<file path="src/rtl/conv_encoder.sv">
// Rate-1/2, K=4 convolutional encoder with zero-tail termination and a registered symbol output.
// Define CONV_PUNCTURE_EN to enable rate-2/3 puncturing (P0=11, P1=10).
module conv_encoder #(
    parameter logic [3:0] G0       = 4'b1111,
    parameter logic [3:0] G1       = 4'b1101,
    parameter int         MAX_BITS = 256,
    parameter int         CNT_W    = 9
) (
    input  logic       clk,
    input  logic       rst,
    input  logic       enable,
    input  logic       s_bit,
    input  logic       s_valid,
    input  logic       s_last,
    output logic       s_ready,
    output logic [1:0] m_sym,
    output logic [1:0] m_mask,
    output logic       m_valid,
    output logic       m_last,
    input  logic       m_ready,
    output logic       busy,
    output logic       err_overlen
);

    typedef enum logic [1:0] {IDLE, DATA, TAIL} state_t;

    localparam logic [CNT_W-1:0] MAX_CNT = CNT_W'(MAX_BITS);

    state_t             r_state;
    state_t             w_stateNext;
    logic [2:0]         r_sr;
    logic [CNT_W-1:0]   r_bitCnt;
    logic [CNT_W-1:0]   w_cntNext;
    logic [1:0]         r_tailCnt;
    logic [1:0]         r_mSym;
    logic [1:0]         r_mMask;
    logic               r_mValid;
    logic               r_mLast;
    logic               r_err;

    logic               w_slotFree;
    logic               w_accept;
    logic               w_load;
    logic               w_b;
    logic               w_lastSym;
    logic               w_overlen;
    logic [3:0]         w_win;
    logic [1:0]         w_raw;
    logic [1:0]         w_symNext;
    logic [1:0]         w_maskNext;

    assign w_slotFree  = !r_mValid || m_ready;
    assign s_ready     = enable && (r_state != TAIL) && w_slotFree;
    assign w_accept    = s_valid && s_ready;

    assign w_win       = {w_b, r_sr};
    assign w_raw[0]    = ^(w_win & G0);
    assign w_raw[1]    = ^(w_win & G1);

`ifdef CONV_PUNCTURE_EN
    logic r_phase;
    logic w_curPhase;

    // Every frame starts on phase 0, so the first symbol out of IDLE ignores the stored phase.
    assign w_curPhase  = (r_state == IDLE) ? 1'b0 : r_phase;
    assign w_symNext   = w_curPhase ? {1'b0, w_raw[0]} : w_raw;
    assign w_maskNext  = w_curPhase ? 2'b01 : 2'b11;
`else
    assign w_symNext   = w_raw;
    assign w_maskNext  = 2'b11;
`endif

    always_comb begin
        w_stateNext = r_state;
        w_load      = 1'b0;
        w_b         = 1'b0;
        w_lastSym   = 1'b0;
        w_overlen   = 1'b0;
        w_cntNext   = (r_state == IDLE) ? CNT_W'(1) : r_bitCnt + 1'b1;
        if (!enable) begin
            w_stateNext = IDLE;
        end else begin
            case (r_state)
                IDLE, DATA: begin
                    if (w_accept) begin
                        w_load = 1'b1;
                        w_b    = s_bit;
                        if (s_last) begin
                            w_stateNext = TAIL;
                        end else if (w_cntNext == MAX_CNT) begin
                            w_stateNext = TAIL;
                            w_overlen   = 1'b1;
                        end else begin
                            w_stateNext = DATA;
                        end
                    end
                end
                TAIL: begin
                    if (w_slotFree) begin
                        w_load = 1'b1;
                        if (r_tailCnt == 2'd2) begin
                            w_lastSym   = 1'b1;
                            w_stateNext = IDLE;
                        end
                    end
                end
                default: w_stateNext = IDLE;
            endcase
        end
    end

    always_ff @(posedge clk or posedge rst) begin
        if (rst) begin
            r_state <= IDLE;
        end else begin
            r_state <= w_stateNext;
        end
    end

    always_ff @(posedge clk or posedge rst) begin
        if (rst) begin
            r_sr      <= 3'b000;
            r_bitCnt  <= '0;
            r_tailCnt <= 2'd0;
            r_mSym    <= 2'b00;
            r_mMask   <= 2'b00;
            r_mValid  <= 1'b0;
            r_mLast   <= 1'b0;
            r_err     <= 1'b0;
        end else if (!enable) begin
            r_sr      <= 3'b000;
            r_bitCnt  <= '0;
            r_tailCnt <= 2'd0;
            r_mValid  <= 1'b0;
            r_mLast   <= 1'b0;
            r_err     <= 1'b0;
        end else begin
            r_err <= w_overlen;
            if (w_load) begin
                r_sr     <= {w_b, r_sr[2:1]};
                r_mSym   <= w_symNext;
                r_mMask  <= w_maskNext;
                r_mValid <= 1'b1;
                r_mLast  <= w_lastSym;
            end else if (m_ready) begin
                r_mValid <= 1'b0;
                r_mLast  <= 1'b0;
            end
            if (w_accept) begin
                r_bitCnt <= w_cntNext;
            end
            if (w_lastSym) begin
                r_bitCnt  <= '0;
                r_tailCnt <= 2'd0;
            end else if (w_load && r_state == TAIL) begin
                r_tailCnt <= r_tailCnt + 2'd1;
            end
        end
    end

`ifdef CONV_PUNCTURE_EN
    always_ff @(posedge clk or posedge rst) begin
        if (rst) begin
            r_phase <= 1'b0;
        end else if (!enable) begin
            r_phase <= 1'b0;
        end else if (w_load) begin
            r_phase <= ~w_curPhase;
        end
    end
`endif

    assign m_sym       = r_mSym;
    assign m_mask      = r_mMask;
    assign m_valid     = r_mValid;
    assign m_last      = r_mLast;
    assign err_overlen = r_err;
    assign busy        = (r_state != IDLE) || r_mValid;

endmodule
</file>
<file path="config.mk">
export PLATFORM = sky130hd
export DESIGN_NAME = conv_encoder
export DESIGN_NICKNAME = d
export VERILOG_FILES = /design/src/rtl/conv_encoder.sv
export SDC_FILE = /design/constraint.sdc
export NUM_CORES = 1
export LEC_CHECK = 0
export ABC_AREA = 0
export BUFFER_PORTS_ARGS = -buffer_cell sky130_fd_sc_hd__buf_2
export CAP_MARGIN = 25
export CORE_ASPECT_RATIO = 1.75
export CORE_MARGIN = 3
export CORE_UTILIZATION = 45
export DETAILED_ROUTE_END_ITERATION = 16
export PLACE_DENSITY_LB_ADDON = 0.1
export SKIP_CTS_REPAIR_TIMING = 1
export SLEW_MARGIN = 20
export SYNTH_ARGS = -nofsm -noshare
export SYNTH_HDL_FRONTEND = slang
export SYNTH_SLANG_ARGS = --single-unit
</file>
<file path="constraint.sdc">
create_clock -name clk -period 2.2 [get_ports clk]
set_clock_uncertainty 0.1 [all_clocks]
set_input_delay 0.44 -clock clk [delete_from_list [all_inputs] [get_ports clk]]
set_output_delay 0.44 -clock clk [all_outputs]
set_load 0.05 [all_outputs]
</file>
==> flow_summary.json <==
{
  "first_pass_iters": 4,
  "synthTopCellsByArea": "dfrtp_1 (42%), nor2_1 (4.3%), o21ai_1 (3.4%)",
  "syn-num-nets": 147,
  "fin_crit_sh_pct": 92.6,
  "clk_pin_slew_ns": 0.08,
  "dpl.hpwl_um": 2190,
  "rsz0062_at_grt": "no",
  "status": "finished clean",
  "drc": 0,
  "p_per_area_nw_per_um2": 696,
  "vias": 1084,
  "antenna_left": 0,
  "portBuffers": 15,
  "holdWs_ns": 0.0945,
  "wl_met2_um": 1620,
  "drt-total-wl_um": 2840,
  "cp_data_arrival_time_ns": 1.50,
  "start_util_pct": 47.7,
  "top_layer": "met4",
  "post-synth-top-count-cell": "dfrtp_1",
  "p_leak_nw": 0.638,
  "final.setup.tns_ns": 0,
  "cts_tree": "built",
  "wl_met1_um": 1110,
  "netlist_area_um2": 1310,
  "drive_above_1_share_pct": 20.3,
  "cts_buffers": 3,
  "area_growth_pct": 11.9,
  "synthArstFlopShare_pct": 100,
  "synth_area_leader_cell": "dfrtp_1",
  "yosysWarningCount": 0,
  "r2r_end": "r_state[0]$_DFFE_PP0P_",
  "setup_viol": 0,
  "power.switching_mw": 0.291,
  "finalMaxSlewViolations": 0,
  "seq_power_share_pct": 43.8,
  "fin_crit_ns": 2.04,
  "slew-limit-headroom_pct": 69.0,
  "antenna_found_initial": 0,
  "overflow": 0,
  "rr_worst_depth": 5,
  "core_area_um2": 2750,
  "grt_max_degree": 23,
  "layout.nets": 163,
  "fp.dieW_um": 46.8,
  "cp_data_required_time_ns": 1.66,
  "end_kind": "primary output",
  "synth_top_cell_area_share_pct": 41.9,
  "ys_ff_latch": 22,
  "io_pins": 16,
  "drv_cap": 0,
  "synth_enable_flop_cells": 0,
  "crit_path_max_fanout": 9,
  "clock-root-buffer": "clkbuf_8",
  "synth.distinct_cells": 47,
  "post_drt_wl_per_cell_um": 15.8,
  "cts_max_level": 1,
  "hp-class": "in2async",
  "clock_sinks": 22,
  "track_usage_pct": 18.1,
  "switching_share_pct": 28.5,
  "crit_path_start_kind": "flip-flop",
  "ys_seq_area_share_pct": 41.9,
  "antenna_cells": 0,
  "synth_flop_cell": "dfrtp_1",
  "worst_slew_pin_slew_ns": 0.464,
  "die_h_um": 77.4,
  "intPower_mw": 0.732,
  "power.share.clock_pct": 36.7,
  "reg2reg_from": "r_bitCnt[0]$_DFFE_PP0P_",
  "synth_commonest_cells": "dfrtp_1 (22), nor2_1 (15), nand2_1 (11)",
  "syn_avg_cell_area_um2": 9.51,
  "clockBufferDepth": 2,
  "insertion_delay_ns": 0.26,
  "ir_drop_v": 0.000493,
  "vias_per_cell": 6.02,
  "grt_pass1_vias": 1148,
  "rows": 25,
  "die_area_um2": 3630,
  "combPwrFrac_pct": 19.5,
  "ff2ff_setup_slack_ns": 0.28,
  "fmax_ghz": 0.491,
  "wl_met3_um": 64,
  "worstSetupPathType": "reg2out",
  "syn-instance-count": 138,
  "grt_pass1_wl_um": 4990,
  "hold_viol": 0,
  "place.gp.congestion": 0.792,
  "first_iter_violations": 17
}
[power by group through the flow]
stage / Combinational [mW] / Clock (mW) / Sequential [mW]
final: 0.199 / 0.376 / 0.448
after global routing: 0.217 / 0.404 / 0.451
after CTS: 0.202 / 0.389 / 0.448
after detailed placement: 0.201 / 0 / 0.456
after global placement: 0.198 / 0 / 0.455
after floorplan: 0.109 / 0 / 0.500
[placed cells by master, fill, tap and decap left out, types with 4 or more instances in the layout]
cell type,instances
a21oi_1,6
buf_2,15
dfrtp_1,22
nand2_1,11
nand3_1,5
nor2_1,15
nor3_1,4
o21ai_1,9
[routing by layer]
| metal | global-route usage [%] | up-vias |
|---|---|---|
| met4 | 5.82 | 0 |
| met5 | 0 | - |
| met3 | 2.32 | 5 |
| met2 | 32.8 | 14 |
| met1 | 20.2 | 528 |
| li1 | - | 537 |
[sequential cells by signal (all words and copies together), names as in the netlist]
name / count
m_mask: 1
err_overlen: 1
m_sym: 2
m_valid: 1
r_tailCnt: 2
r_sr: 3
r_bitCnt: 9
m_last: 1
r_state: 2
[logic make-up after synthesis]
kind of cell    after synthesis  share of synthesized area [%]
compound gates               38                           20.6
flops                        22                           41.9
xor+xnor                      5                           3.34
simple gates                 56                           23.1
buf+inv                       9                           4.00
mux                           6                           5.15
fa+ha+maj                     2                           1.91
[critical path: stages, from the launching register on]
cell and delay, ns:
dfrtp_1 0.46, nand2b_2 0.31, and3_2 0.25, buf_2 0.20
[cell type report]
| class | instances | area (um^2) |
|---|---|---|
| fill | 277 | 1280 |
| multi-input combinational | 107 | 712 |
| sequential | 22 | 551 |
| timing repair buffer | 17 | 90.1 |
| clock buffer | 3 | 41.3 |
| tap | 27 | 33.8 |
| clock inverter | 1 | 30.0 |
| inverter | 3 | 11.3 |
[stage by stage]
step / power, mW / cell area [um^2] / setup slack, ns / utilization, % / std cells
detailed placement: 0.657 / 1400 / 0.256 / 50.7 / 176
CTS: 1.04 / 1470 / 0.0423 / 53.3 / 180
global placement: 0.653 / 1400 / 0.311 / 50.7 / 176
global route: 1.07 / 1470 / 0.109 / 53.4 / 180
finish: 1.02 / 1470 / 0.164 / 53.4 / 180
floorplan: 0.609 / 1310 / 0.384 / - / 138
[how the worst max path moves through the flow]
stage | startpoint | slack (ns) | depth (start not counted) | endpoint
after global routing | r_state[0]$_DFFE_PP0P_ | 0.11 | 3 | s_ready
after detailed placement | m_ready | 0.26 | 4 | r_bitCnt[6]$_DFFE_PP0P_
final | r_state[0]$_DFFE_PP0P_ | 0.16 | 3 | s_ready
after CTS | r_state[0]$_DFFE_PP0P_ | 0.04 | 3 | s_ready
after floorplan | m_valid$_DFFE_PP0P_ | 0.38 | 4 | m_sym[0]$_DFFE_PP0P_
after global placement | r_bitCnt[0]$_DFFE_PP0P_ | 0.31 | 5 | r_state[0]$_DFFE_PP0P_
Note: power is estimated with default switching activity, not from simulation.
